$ cat src/rtl/morse_pkg.sv
// Shared Morse seminibble definitions for the player, key-input handler and encoding LUT.
package morse_pkg;

    localparam int unsigned SN_W     = 2;
    localparam int unsigned CODE_W   = 10;
    localparam int unsigned MAX_SYMS = 5;

    localparam logic [SN_W-1:0] SN_DOT  = 2'b10;
    localparam logic [SN_W-1:0] SN_DASH = 2'b11;
    localparam logic [SN_W-1:0] SN_END  = 2'b00;

    typedef enum logic [2:0] {
        ST_IDLE,
        ST_TONE,
        ST_GAP,
        ST_TAIL,
        ST_DONE
    } player_state_e;

    // True for a playable seminibble; 00 and 01 both end the letter.
    function automatic logic is_symbol(input logic [SN_W-1:0] pair);
        return (pair == SN_DOT) || (pair == SN_DASH);
    endfunction

endpackage

$ cat src/rtl/morse_player_if.sv
// Control/keying bundle between the letter demonstrator control and the Morse player.
interface morse_player_if;

    logic                         start;
    logic [morse_pkg::CODE_W-1:0] code;
    logic                         abort;
    logic                         tone;
    logic                         sym_dash;
    logic                         busy;
    logic                         done;

    modport master (
        output start, code, abort,
        input  tone, sym_dash, busy, done
    );

    modport slave (
        input  start, code, abort,
        output tone, sym_dash, busy, done
    );

endinterface

$ cat src/rtl/morse_unit_timer.sv
// Morse time-unit prescaler; unit_tick marks the last clk of each unit, clear restarts the unit.
module morse_unit_timer #(
    parameter int unsigned UNIT_CYCLES = 12_500_000
) (
    input  logic clk,
    input  logic reset,
    input  logic clear,
    output logic unit_tick
);

    localparam int unsigned CNT_W = $clog2(UNIT_CYCLES);

    logic [CNT_W-1:0] r_cnt;

    assign unit_tick = (r_cnt == CNT_W'(UNIT_CYCLES - 1));

    always_ff @(posedge clk) begin
        if (!reset || clear || unit_tick) begin
            r_cnt <= '0;
        end else begin
            r_cnt <= r_cnt + CNT_W'(1);
        end
    end

endmodule

$ cat src/rtl/morse_player.sv
// Plays a 10-bit seminibble Morse code as timed on/off keying on tone.
module morse_player
    import morse_pkg::*;
#(
    parameter int unsigned UNIT_CYCLES      = 12_500_000,
    parameter int unsigned DOT_UNITS        = 1,
    parameter int unsigned DASH_UNITS       = 3,
    parameter int unsigned SYM_GAP_UNITS    = 1,
    parameter int unsigned LETTER_GAP_UNITS = 3
) (
    input  logic           clk,
    input  logic           reset,
    morse_player_if.slave  bus
);

    localparam int unsigned UNIT_W = 3;
    localparam int unsigned SYM_W  = 3;

    player_state_e     r_state, w_state_nxt;
    logic [CODE_W-1:0] r_sh, w_sh_nxt;
    logic [UNIT_W-1:0] r_units, w_units_nxt;
    logic [SYM_W-1:0]  r_syms, w_syms_nxt;
    logic [UNIT_W-1:0] w_phase_len;
    logic [SN_W-1:0]   w_pair, w_pair_nxt;
    logic              w_unit_tick, w_timer_clear, w_phase_end;
    logic              r_tone, r_dash, r_busy, r_done;
    logic              w_tone_nxt, w_dash_nxt, w_busy_nxt, w_done_nxt;

    assign w_pair      = r_sh[CODE_W-1 -: SN_W];
    assign w_pair_nxt  = r_sh[CODE_W-SN_W-1 -: SN_W];
    assign w_phase_end = w_unit_tick && (UNIT_W'(r_units + UNIT_W'(1)) == w_phase_len);

    morse_unit_timer #(.UNIT_CYCLES(UNIT_CYCLES)) u_timer (
        .clk       (clk),
        .reset     (reset),
        .clear     (w_timer_clear),
        .unit_tick (w_unit_tick)
    );

    always_comb begin
        w_phase_len = '0;
        unique case (r_state)
            ST_TONE: w_phase_len = (w_pair == SN_DASH) ? UNIT_W'(DASH_UNITS) : UNIT_W'(DOT_UNITS);
            ST_GAP:  w_phase_len = UNIT_W'(SYM_GAP_UNITS);
            ST_TAIL: w_phase_len = UNIT_W'(LETTER_GAP_UNITS);
            default: w_phase_len = '0;
        endcase
    end

    always_ff @(posedge clk) begin
        if (!reset) begin
            r_state <= ST_IDLE;
            r_sh    <= '0;
            r_units <= '0;
            r_syms  <= '0;
            r_tone  <= 1'b0;
            r_dash  <= 1'b0;
            r_busy  <= 1'b0;
            r_done  <= 1'b0;
        end else begin
            r_state <= w_state_nxt;
            r_sh    <= w_sh_nxt;
            r_units <= w_units_nxt;
            r_syms  <= w_syms_nxt;
            r_tone  <= w_tone_nxt;
            r_dash  <= w_dash_nxt;
            r_busy  <= w_busy_nxt;
            r_done  <= w_done_nxt;
        end
    end

    always_comb begin
        w_state_nxt = r_state;
        w_sh_nxt    = r_sh;
        w_units_nxt = r_units;
        w_syms_nxt  = r_syms;

        if (w_unit_tick) begin
            w_units_nxt = r_units + UNIT_W'(1);
        end

        unique case (r_state)
            ST_IDLE: begin
                if (bus.start && !bus.abort) begin
                    w_sh_nxt    = bus.code;
                    w_syms_nxt  = '0;
                    w_state_nxt = is_symbol(bus.code[CODE_W-1 -: SN_W]) ? ST_TONE : ST_DONE;
                end
            end
            ST_TONE: begin
                if (w_phase_end) begin
                    w_sh_nxt    = {r_sh[CODE_W-SN_W-1:0], SN_END};
                    w_syms_nxt  = r_syms + SYM_W'(1);
                    w_state_nxt = (is_symbol(w_pair_nxt) && (w_syms_nxt < SYM_W'(MAX_SYMS)))
                                  ? ST_GAP : ST_TAIL;
                end
            end
            ST_GAP:  if (w_phase_end) w_state_nxt = ST_TONE;
            ST_TAIL: if (w_phase_end) w_state_nxt = ST_DONE;
            ST_DONE: w_state_nxt = ST_IDLE;
            default: w_state_nxt = ST_IDLE;
        endcase

        // Abort overrides whatever the phase logic decided.
        if (bus.abort && (r_state != ST_IDLE)) begin
            w_state_nxt = ST_IDLE;
        end

        // Every phase starts with fresh unit and prescaler counts so lengths never drift.
        if (w_state_nxt != r_state) begin
            w_units_nxt = '0;
        end
        w_timer_clear = (w_state_nxt != r_state) || (r_state == ST_IDLE);

        w_tone_nxt = (w_state_nxt == ST_TONE);
        w_dash_nxt = w_tone_nxt && (w_sh_nxt[CODE_W-1 -: SN_W] == SN_DASH);
        w_busy_nxt = (w_state_nxt != ST_IDLE);
        w_done_nxt = (w_state_nxt == ST_DONE);
    end

    assign bus.tone     = r_tone;
    assign bus.sym_dash = r_dash;
    assign bus.busy     = r_busy;
    assign bus.done     = r_done;

endmodule

$ cat src/flat_wrapper.sv
// flat-port wrapper written by rule: the top's interface ports become plain ports
module morse_player_flat import morse_pkg::*;
#(
    parameter int unsigned UNIT_CYCLES      = 12_500_000,
    parameter int unsigned DOT_UNITS        = 1,
    parameter int unsigned DASH_UNITS       = 3,
    parameter int unsigned SYM_GAP_UNITS    = 1,
    parameter int unsigned LETTER_GAP_UNITS = 3
)
  (clk, reset, bus_start, bus_code, bus_abort, bus_tone, bus_sym_dash, bus_busy, bus_done);
  morse_player_if bus_i ();
  input  logic clk;
  input  logic reset;
  input wire logic [$bits(bus_i.start)-1:0] bus_start;
  input wire logic [$bits(bus_i.code)-1:0] bus_code;
  input wire logic [$bits(bus_i.abort)-1:0] bus_abort;
  output wire logic [$bits(bus_i.tone)-1:0] bus_tone;
  output wire logic [$bits(bus_i.sym_dash)-1:0] bus_sym_dash;
  output wire logic [$bits(bus_i.busy)-1:0] bus_busy;
  output wire logic [$bits(bus_i.done)-1:0] bus_done;
  assign bus_i.start = bus_start;
  assign bus_i.code = bus_code;
  assign bus_i.abort = bus_abort;
  assign bus_tone = bus_i.tone;
  assign bus_sym_dash = bus_i.sym_dash;
  assign bus_busy = bus_i.busy;
  assign bus_done = bus_i.done;
  morse_player #(.UNIT_CYCLES(UNIT_CYCLES), .DOT_UNITS(DOT_UNITS), .DASH_UNITS(DASH_UNITS), .SYM_GAP_UNITS(SYM_GAP_UNITS), .LETTER_GAP_UNITS(LETTER_GAP_UNITS)) u_core (.clk(clk), .reset(reset), .bus(bus_i));
endmodule
$ cat config.mk
export PLATFORM = sky130hd
export DESIGN_NAME = morse_player_flat
export DESIGN_NICKNAME = d
export VERILOG_FILES = /design/src/rtl/morse_pkg.sv /design/src/rtl/morse_player_if.sv /design/src/rtl/morse_unit_timer.sv /design/src/rtl/morse_player.sv /design/src/flat_wrapper.sv
export SDC_FILE = /design/constraint.sdc
export NUM_CORES = 1
export LEC_CHECK = 0
export CORE_UTILIZATION = 52
export CTS_CLUSTER_SIZE = 12
export DETAILED_ROUTE_END_ITERATION = 10
export PLACE_DENSITY = 0.86
export SETUP_SLACK_MARGIN = 0.1
export SYNTH_ARGS = -nofsm -noshare
export SYNTH_HDL_FRONTEND = slang
export SYNTH_SLANG_ARGS = --single-unit
$ cat constraint.sdc
create_clock -name clk -period 2.15 [get_ports clk]
set_input_delay 0.43 -clock clk [delete_from_list [all_inputs] [get_ports clk]]
set_output_delay 0.43 -clock clk [all_outputs]
set_load 0.01 [all_outputs]
-- Word level (Yosys, flattened, before mapping)
Cells that the tools add are included.
- bitwise gates (word level): 1
- eq/ne operators: 16
- add/sub/neg operators: 3
- reduce and logical (&&, ||, !) cells: 18
- $lt $le $gt $ge: 1
- muxes and demuxes: 16
- operators with widths (kind ; number):
    adder 24 x 1 -> 24 bit, second input constant ; 1
    == test 24 bit, second input constant ; 1
    two-way mux 3 bit ; 8
    two-way mux 10 bit ; 2
    one-hot mux 10 bit (2 select lines) ; 1
    == test 2 bit, second input constant ; 6
    one-hot mux 3 bit (4 select lines) ; 1
    one-hot mux 3 bit (3 select lines) ; 1
    adder 3 x 1 -> 3 bit, second input constant ; 2
    == test 3 x 1 -> 1 bit, second input constant ; 2
    == test 3 x 2 -> 1 bit, second input constant ; 2
    one-hot mux 3 bit (2 select lines) ; 1
    nonzero test 3 bit ; 2
    logical AND 1 bit ; 5
    logical OR 1 bit ; 5
    != test 2 x 1 -> 1 bit, second input constant ; 2
    == test 3 bit ; 1
    == test 3 bit, second input constant ; 1
    logical NOT 3 bit ; 1
    less-than comparator 3 bit, second input constant ; 1
    != test 3 bit ; 1
    AND reduction 3 bit ; 1
    logical NOT 1 bit ; 2
    two-way mux 2 bit ; 1
    4 further kinds ; 4
- output and inout port bits: 4
- register bits: 47

-- Logic depth before layout (Yosys ltp)
Gate-level depths: netlist of run 1.
- word-level depth: 12
- mapped depth: 10
- depth with buffers taken out: 7

-- Hierarchy
A second synthesis of run 1 with hierarchy kept.
- cell total of the unflattened synthesis: 283
- area, all modules: 2447.3 µm²
- by module, submodules not included (module ; area each (µm²) ; cells each ; times used):
    morse_player ; 1325.0 ; 152 ; 1
    morse_unit_timer ; 1122.3 ; 131 ; 1

-- Worst setup path before layout of run 1
Ideal clock, no wire load.
- kind: reg-to-reg
- from: register u_core.u_timer.r_cnt[0]
- to: register u_core.r_sh[4]
- period minus slack after synthesis: 2145 ps
- buffers on the path: 3
- stages on the path, launching flop included: 11
- data required time: 2080 ps
- slack: 5 ps
- arrival time: 2075 ps
- cell sequence: dfxtp_1 > ha_1 > and4_1 > clkbuf_1 > and4_1 > and3_1 > buf_4 > a31oi_1 > clkbuf_1 > nand2_1 > a21boi_1
- longest elaborated chain between the ends: 4
- ends and longest elaborated chain (element ; line ; source):
    start: declaration ; morse_unit_timer.sv:13 ; logic [CNT_W-1:0] r_cnt;
    start signal: assignment ; morse_unit_timer.sv:21 ; r_cnt <= r_cnt + CNT_W'(1);
    == test 24 bit ; morse_unit_timer.sv:15 ; assign unit_tick = (r_cnt == CNT_W'(UNIT_CYCLES - 1));
    logical AND 1 bit ; morse_player.sv:31 ; assign w_phase_end = w_unit_tick && (UNIT_W'(r_units + UNIT_W'(1)) == w_phase_len);
    != test 2 x 1 -> 1 bit (no source line) ; -- ;
    AND reduction 3 bit (no source line) ; -- ;
    end signal: assignment ; morse_player.sv:62 ; r_sh <= w_sh_nxt;
    end: declaration ; morse_player.sv:20 ; logic [CODE_W-1:0] r_sh, w_sh_nxt;
No other way between the ends.
A chain may end at the register's enable or synchronous reset.

-- Final worst setup path of run 1
- from: register u_core.u_timer.r_cnt[7]
- to: register u_core.r_busy (netlist: u_core.bus.busy)
- longest elaborated chain between the ends: 6
- elaborated cells between the ends (all ways): 8
- those cells by class: eq/ne (1); mux (5); reduce/logical (2)
- ends and longest elaborated chain (element ; line ; source):
    == test 24 bit * ; morse_unit_timer.sv:15 ;
    logical AND 1 bit * ; morse_player.sv:31 ;
    two-way mux 3 bit, on equally long branches ; morse_player.sv:99, morse_player.sv:91, morse_player.sv:98 ;
    one-hot mux 3 bit (4 select lines) * ; morse_player.sv:82 ; unique case (r_state)
    two-way mux 3 bit * ; morse_player.sv:105 ; if (bus.abort && (r_state != ST_IDLE)) begin
    nonzero test 3 bit * ; morse_player.sv:117 ; w_busy_nxt = (w_state_nxt != ST_IDLE);
    end signal: assignment ; morse_player.sv:67 ; r_busy <= w_busy_nxt;
    end: declaration ; morse_player.sv:26 ; logic r_tone, r_dash, r_busy, r_done;
Every way passes the cells marked *; elsewhere a longest branch is shown, timed or not.

==> results of run 1 <==
area by class of cell:
| cell class | instances | area [sq um] |
|---|---|---|
| multi-input cells | 204 | 1430 |
| fillers | 274 | 997 |
| flip-flops and latches | 47 | 950 |
| repair buffers | 59 | 556 |
| clock buffers | 6 | 72.6 |
| well taps | 50 | 62.6 |
| clock inverters | 2 | 60.1 |
| inverters | 4 | 15.0 |
cell families (layout without fill, tap and decap cells):
family / count (synthesis) / count (layout)
muxes: 1 / 1
DFF: 47 / 47
adders and majority gates: 3 / 3
buffers and inverters: 17 / 71
and+or+nand+nor: 125 / 125
AOI/OAI and AO/OA: 51 / 51
xor gates and xnor gates: 24 / 24
worst register-to-register path: cells and delay by family (launching register included):
| family | cells | cell delay [ns] |
|---|---|---|
| buf+inv | 1 | 0.14 |
| flops | 1 | 0.33 |
| compound gates | 2 | 0.48 |
| simple gates | 4 | 1.14 |
layer usage:
layer	global-route usage (%)	up-vias	wire length, um
met3	5.59	20	330
met1	33.2	1070	2770
met5	0	-	0
met4	13.3	0	191
li1	-	1055	-
met2	41.8	90	3040
synth_stat cells, types with 3 or more instances:
master,count
sky130_fd_sc_hd__buf_2,5
sky130_fd_sc_hd__nand3_1,13
sky130_fd_sc_hd__nor2b_1,9
sky130_fd_sc_hd__a22oi_1,8
sky130_fd_sc_hd__a21boi_1,8
sky130_fd_sc_hd__o21ai_0,6
sky130_fd_sc_hd__nand4_1,6
sky130_fd_sc_hd__inv_1,4
sky130_fd_sc_hd__and2_1,4
sky130_fd_sc_hd__xor2_1,13
sky130_fd_sc_hd__and3_1,9
sky130_fd_sc_hd__ha_1,3
sky130_fd_sc_hd__a21oi_1,8
sky130_fd_sc_hd__or4_1,3
sky130_fd_sc_hd__clkbuf_1,7
sky130_fd_sc_hd__dfxtp_1,47
sky130_fd_sc_hd__and4_1,4
sky130_fd_sc_hd__nand2_1,27
sky130_fd_sc_hd__xnor2_1,11
sky130_fd_sc_hd__o221ai_1,3
sky130_fd_sc_hd__nor2_1,38
flip-flops by register name, indices dropped and copies added, names as in the netlist:
name and count:
u_core.bus.sym_dash 1, u_core.bus.tone 1, u_core.r_units 3, u_core.u_timer.r_cnt 24, u_core.r_syms 3, u_core.r_sh 10, u_core.r_state 3, u_core.bus.busy 1
u_core.bus.done 1
what timing repair did:
action	in CTS	in global routing
buffers inserted	4	2
endpoints found under the setup margin	20	46
gates cloned	0	3
pin swaps	11	8
resized for setup	26	16
hold buffers	0	0
hold endpoints to repair	0	0
cell usage in the layout (no fill, tap or decap), types with 3 or more instances in the layout:
cell type                         instances
sky130_fd_sc_hd__and4_1                   4
sky130_fd_sc_hd__and3_1                   7
sky130_fd_sc_hd__a21oi_1                  8
sky130_fd_sc_hd__inv_1                    4
sky130_fd_sc_hd__xor2_1                  13
sky130_fd_sc_hd__o21ai_1                  4
sky130_fd_sc_hd__clkbuf_8                 5
sky130_fd_sc_hd__nand3_1                 12
sky130_fd_sc_hd__dfxtp_1                 40
sky130_fd_sc_hd__buf_6                    6
sky130_fd_sc_hd__and2_1                   3
sky130_fd_sc_hd__clkdlybuf4s50_1         17
sky130_fd_sc_hd__nand4_1                  6
sky130_fd_sc_hd__a22oi_1                  8
sky130_fd_sc_hd__nor2b_1                  9
sky130_fd_sc_hd__xnor2_1                 11
sky130_fd_sc_hd__nand2_1                 26
sky130_fd_sc_hd__nor2_1                  33
sky130_fd_sc_hd__buf_4                   33
sky130_fd_sc_hd__nor2_2                   4
sky130_fd_sc_hd__a21boi_1                 8
sky130_fd_sc_hd__dfxtp_2                  7
stage by stage:
stage	instances	hold WS (ns)	setup TNS, ns	power [mW]
after global routing	372	0.491	-0.476	2.01
final	372	0.453	-0.127	1.95
after detailed placement	356	0.445	-1.84	1.15
after floorplan	268	0.430	0	1.05
after CTS	367	0.456	0	1.92
after global placement	356	0.441	-1.17	1.15
power by group:
part / internal, mW / switching [mW] / leakage (nW) / total (mW)
Clock: 0.465 / 0.303 / 0.0654 / 0.767
Combinational: 0.137 / 0.136 / 0.698 / 0.273
Sequential: 0.895 / 0.0162 / 0.384 / 0.911
path summary, 6_finish.rpt:
path	slack, ns	to	from	cells past startpoint
worst max register to register	-0.05	u_core.bus.busy	u_core.u_timer.r_cnt[7]	7
worst max-delay path	-0.05	u_core.bus.busy	u_core.u_timer.r_cnt[7]	7
worst min register to register	0.45	u_core.r_sh[3]	u_core.r_sh[3]	2
worst min-delay path	0.45	u_core.r_sh[3]	u_core.r_sh[3]	2
==> results, run 1 <==
- During I/O placement, the number of pins put on the boundary was 18.
- The combinational family with the most area after synthesis is simple AND/OR/NAND/NOR gates.
- The detailed-route wire length is 6330 um.
- The utilization of the core after routing is 75.9%.
- In the routed design, unresolved DRC markers number 0.
- The class of the most critical hold timing path is reg2reg.
- The floorplan has 23 rows.
- The clock latency on the worst-skew pair is 0.31 ns.
- The area growth from synthesis to layout is 35.8%.
- Counting flops with a built-in enable in the synthesized netlist gives 0.
- The kind of end point of the critical path is a flop.
- The multiplexer area fraction after synthesis is 0.432%.
- The commonest register cell after synthesis is sky130_fd_sc_hd__dfxtp_1.
- In this run, CTS created clock tree buffers numbering 5.
- sky130_fd_sc_hd__dfxtp_1 takes more of the synthesized area than any other cell.
- The register bit total from synthesis is 47.
- The critical path's slowest cell is sky130_fd_sc_hd__or4_4.
- The cell family with the largest share of critical-path delay is simple AND/OR/NAND/NOR gates.
- The number of DRC violations after detailed-routing iteration 0 is 238.
- Sequential elements use 40.6% of the synthesized area.
- The synthesized netlist devotes 16.9% of its cell area to compound gates.
- After synthesis, the largest area contributor takes up 40.6% of total cell area.
- STA classifies the critical path startpoint as a flop.
- In this run the standard cell core region covers 4140 sq um.
- The post-synthesis adder-cell area fraction is 1.62%.
- Headroom to the max-slew limit came out at 68.1%.
- The residual overflow from global routing is 0.
- The wire length of the first global-routing pass is 9030 um.
- The async set-reset flop share out of synthesis is 0%.
- Setup violations remaining at the end of the flow were counted as 4.
- The worst slack after detailed placement is -0.219 ns.
- At the end of routability-driven placement, the weighted congestion stood at 0.883.
- The netlist uses 46 different library cells.
- The floorplan step set the die height to 68.8 um.
- The number of antenna diodes in the final layout is 0.
- The arrival time at the worst endpoint is 2.40 ns.
- Synthesis produced a netlist whose cell count is 268.
- The yosys synthesis warning count is 0.
- The final hold violation count was 0.
- The post-detailed-placement half-perimeter wirelength is 3730 um.
- The pin count of the biggest net entering global routing is 25.
- CTS placed an instance of sky130_fd_sc_hd__clkbuf_8 at the clock tree root.
- The run finished, with violations left.
- The remaining antenna violation count is 0.
- The detailed-route vias per instance is 6.01.
- Of all nets on the critical path, the largest fanout is 5.
- The post-route cell area is 3150 sq um.
- The clock-pin slew of the registers on the worst-case setup and hold paths is 0.08 ns.
- The XOR/XNOR share of the synthesized area is 9.07%.
- The number of vias in the routed layout is 2,235.
- The die span in x is 68.8 um.
- The achievable frequency is 0.454 GHz.
- Setup repair after global routing could not meet its margin everywhere.
- The post-synthesis average cell area is 8.65 sq um.
- The count of port buffers added during placement is 17.
- The combined global-route utilization of all metal layers is 26.2%.
- For the worst setup path, the data required time is 2.34 ns.
- The total iterations of the first detailed-routing run is 6.
- The number of antenna violations at the first check in global routing is 0.
- The critical path in this run is classified as reg2reg.
- The longest clock path from root to sink contains 2 buffers.
- The max-capacitance violation count is 0.
- The post-placement cell area is 2760 sq um.
- Summing every instance area after synthesis gives 2320 sq um.
- The H-tree generated during clock tree synthesis spans 2 levels.
- The worst clock skew is 0.0113 ns.
- In the final layout, the share of cells above drive strength 1 is 26.4%.
- The part of the cycle the worst path needs is 102%.
- The power per cell area is 620 nW/um^2.
- The CTS tree is done.
- The simple-gate portion of the synthesized area is 28.2%.
- The shortest period the worst path allows is 2.20 ns.
- The post-layout worst setup margin is -0.0527 ns.
- The final reports fail on setup timing.
- The final-stage net count is 338.
- The analysis attributes to cell leakage a power of 1.15 nW.
- The measured slew at the worst slew-check pin is 0.475 ns.
- The number of pins exceeding their max-slew limit in the final report is 0.
- Counting both buffers and inverters, the worst setup path holds a total of 1.
- The post-synthesis net count is 285.
- The critical path goes through or4_4 > nor4_4 > and3_4 > buf_6 > nand2_4 > a21o_1 > a311o_1.
- The die covers 4730 sq um.
- The highest ir drop seen on vdd is 402 uV.
- Once the floorplan was initialized, standard cells occupied 55.9% of the core.
- By area the synthesized netlist is led by sky130_fd_sc_hd__dfxtp_1 41%, sky130_fd_sc_hd__nor2_1 6.2%, sky130_fd_sc_hd__xor2_1 4.9%.
- For this design, the sink count on the clock tree is 47.
- The number of global-route vias before repair was 1,986.
- The largest stage delay on the critical path is 0.55 ns.
- Dividing the detail-routed wire length by the instance count gives 17.0 um.
Note: power is estimated with default switching activity, not from simulation.
==> run 2, diff against run 1 <==
--- a/config.mk
+++ b/config.mk
@@ -5,10 +5,13 @@
 export SDC_FILE = /design/constraint.sdc
 export NUM_CORES = 1
 export LEC_CHECK = 0
-export CORE_UTILIZATION = 52
+export ABC_AREA = 0
+export CELL_PAD_IN_SITES_DETAIL_PLACEMENT = 0
+export CELL_PAD_IN_SITES_GLOBAL_PLACEMENT = 1
+export CORE_UTILIZATION = 39
 export CTS_CLUSTER_SIZE = 12
 export DETAILED_ROUTE_END_ITERATION = 10
-export PLACE_DENSITY = 0.86
+export PLACE_DENSITY = 0.85
 export SETUP_SLACK_MARGIN = 0.1
 export SYNTH_ARGS = -nofsm -noshare
 export SYNTH_HDL_FRONTEND = slang
==> results, run 2 (synthesized netlist as in run 1, its figures left out) <==
- The run finished with clean final reports.
- In this run the tool buffered the top-level ports with 17 buffer cells.
- TritonCTS built the clock tree.
- The number of vias in the routed layout is 2,002.
- In this run the vertical extent of the chip is 79.1 um.
- The final hold violation count is 0.
- In the layout the commonest cells are 42 x sky130_fd_sc_hd__dfxtp_1, 37 x sky130_fd_sc_hd__nor2_1, 27 x sky130_fd_sc_hd__nand2_1, 24 x sky130_fd_sc_hd__buf_4, 17 x sky130_fd_sc_hd__clkdlybuf4s50_1.
- In the final design database the tool counted 324 nets.
- The area growth from synthesis to layout is 29.6%.
- The placeable core area is 5610 sq um.
- The leakage power summed over all cells is 1.06 nW.
- Clock-pin slew was measured on the worst setup and hold paths at 0.09 ns.
- The power per cell area is 606 nW/um^2.
- The tree is rooted in a sky130_fd_sc_hd__clkbuf_8.
- STA classifies the critical path startpoint as a flop.
- The routed length per instance is 13.7 um.
- The area enclosed by the die boundary is 6250 sq um.
- The number of pins exceeding their max-slew limit in the final report is 0.
- The die span in x is 79.1 um.
- The combined global-route utilization of all metal layers is 17.6%.
- The clock reaches the later pin of the worst-skew pair after 0.30 ns.
- The detailed-route vias per instance is 5.27.
- Summed over all layers, the routed wires come to 5220 um.
- The number of global-route vias before repair is 1,951.
- The critical path contains buffers and inverters numbering 0 combined.
- Broken down by cell family, the worst path's largest delay share belongs to simple AND/OR/NAND/NOR gates.
- The tree built by TritonCTS fans out to 47 sinks.
- The routability-driven placement congestion ratio is 0.834.
- The critical path runs through a total of 6 cells.
- The initialized floorplan defines 27 standard-cell rows.
- The wire length of the first global-routing pass is 8710 um.
- The maximum fanout count along the critical path is 6.
- The initial core utilization is 41.3%.
- The finished layout holds 380 standard cells, fillers aside.
- For this design, the CTS-stage hold fixing added 0 buffers.
- The number of antenna violations at the first check in global routing came to 0.
- The largest stage delay on the critical path is 0.54 ns.
- Setup repair after global routing could not meet its margin everywhere.
- The worst setup path is of the reg2reg kind.
- The number of inserted diodes is 0.
- The post-detailed-placement half-perimeter wirelength is 3620 um.
- The critical path's slowest cell is sky130_fd_sc_hd__or4_4.
- Across the VDD grid, the largest voltage drop is 336 uV.
- The worst hold margin is 0.464 ns.
- The commonest non-fill, non-tap cell in the layout is sky130_fd_sc_hd__dfxtp_1.
- The total iterations of the first detailed-routing run is 4.
- Counting instances, the worst hold path has a depth of 2.
- The clock arrives with 0.00728 ns of skew.
- The residual overflow from global routing is 0.
- Data on the critical path is required at its endpoint by 2.34 ns.
- The achievable frequency is 0.472 GHz.
- The register with the most flip-flops in the layout has 24 of them.
- The critical path goes through or4_4 > nor4_4 > nand3_2 > or4_1 > o21ai_0 > a21oi_1.
- The worst path in the final design needs a cycle of 2.12 ns, including I/O delays and setup.
- u_core.u_timer.r_cnt holds more flip-flops than any other register.
- In the final layout, the registers with the most flip-flops are u_core.u_timer.r_cnt x24, u_core.r_sh x10.
- The max-capacitance violation count is 0.
- The final count of negative-setup-slack endpoints is 0.
- The remaining antenna violation count is 0.
- The worst slew slack as a fraction of its limit is 71.3%.
- In the final layout, the share of cells above drive strength 1 is 23.7%.
- The class of the most critical hold timing path is reg2reg.
- The arrival time at the worst endpoint is 2.31 ns.
- For the pin with the worst max-slew slack, the measured transition is 0.430 ns.
- The number of DRC violations after detailed-routing iteration 0 is 105.
- The number of buffers created by CTS is 5.
- The pin count of the biggest net entering global routing is 25.
- The post-layout worst setup margin is 0.0327 ns.
- The number of buffers on the longest clock path is 2.
- The part of the cycle the worst path needs is 98.5%.
- The top-level I/O count is 18.
- Total power for the finished layout comes to 1.82 mW.
- CTS built an H-tree with a depth of 2.
- The worst setup path is captured at a flop.
- Counting tap cells, the placed design contains a total of 365 instances.
- For this run, design rule violations remaining after detail routing come to 0.
- Prior to clock tree synthesis, the placed netlist has a worst setup slack of -0.0363 ns.
- Measured in cells, the most critical reg-to-reg path has a length of 6.
run 2: layout make-up:
| cell class | instances | area (sq um) |
|---|---|---|
| flip-flops and latches | 47 | 947 |
| well taps | 72 | 90.1 |
| inverters | 4 | 15.0 |
| multi-input cells | 204 | 1430 |
| repair buffers | 45 | 404 |
| clock buffers | 5 | 68.8 |
| clock inverters | 3 | 47.5 |
| fillers | 542 | 2610 |
run 2: repair_timing:
action	in CTS	in global routing
pin swaps	8	8
resized for setup	11	27
setup endpoints to repair	20	44
buffers inserted	3	3
cloned	0	1
run 2: per-layer routing:
metal,global-route usage (%),up-vias,wire length (um)
met1,23.4,940,2560
li1,-,1023,-
met3,2.53,7,127
met2,29.0,32,2490
met5,0,-,0
met4,5.82,0,45
run 2: per-stage QoR:
step	setup TNS, ns	utilization [%]	cell area [sq um]
floorplan	0	-	2330
global placement	-0.0452	48.0	2690
detailed placement	-0.0675	48.0	2690
CTS	0	51.2	2870
global route	-0.254	53.5	3000
finish	0	53.5	3000
run 2: where the power goes:
part / switching (mW) / total [mW] / internal [mW]
Sequential: 0.0201 / 0.915 / 0.895
Clock: 0.310 / 0.663 / 0.353
Combinational: 0.122 / 0.242 / 0.120
Total: 0.452 / 1.82 / 1.37
run 2: worst register-to-register path: cells and delay by family, from the launching register on:
kind,cells,cell delay (ns)
compound gates,2,0.19
simple gates,4,1.49
flops,1,0.33
run 2: final timing paths:
kind                      startpoint              to  slack [ns]
max          u_core.u_timer.r_cnt[7]  u_core.r_sh[9]        0.03
max reg2reg  u_core.u_timer.r_cnt[7]  u_core.r_sh[9]        0.03
min reg2reg           u_core.r_sh[5]  u_core.r_sh[5]        0.46
min                   u_core.r_sh[5]  u_core.r_sh[5]        0.46
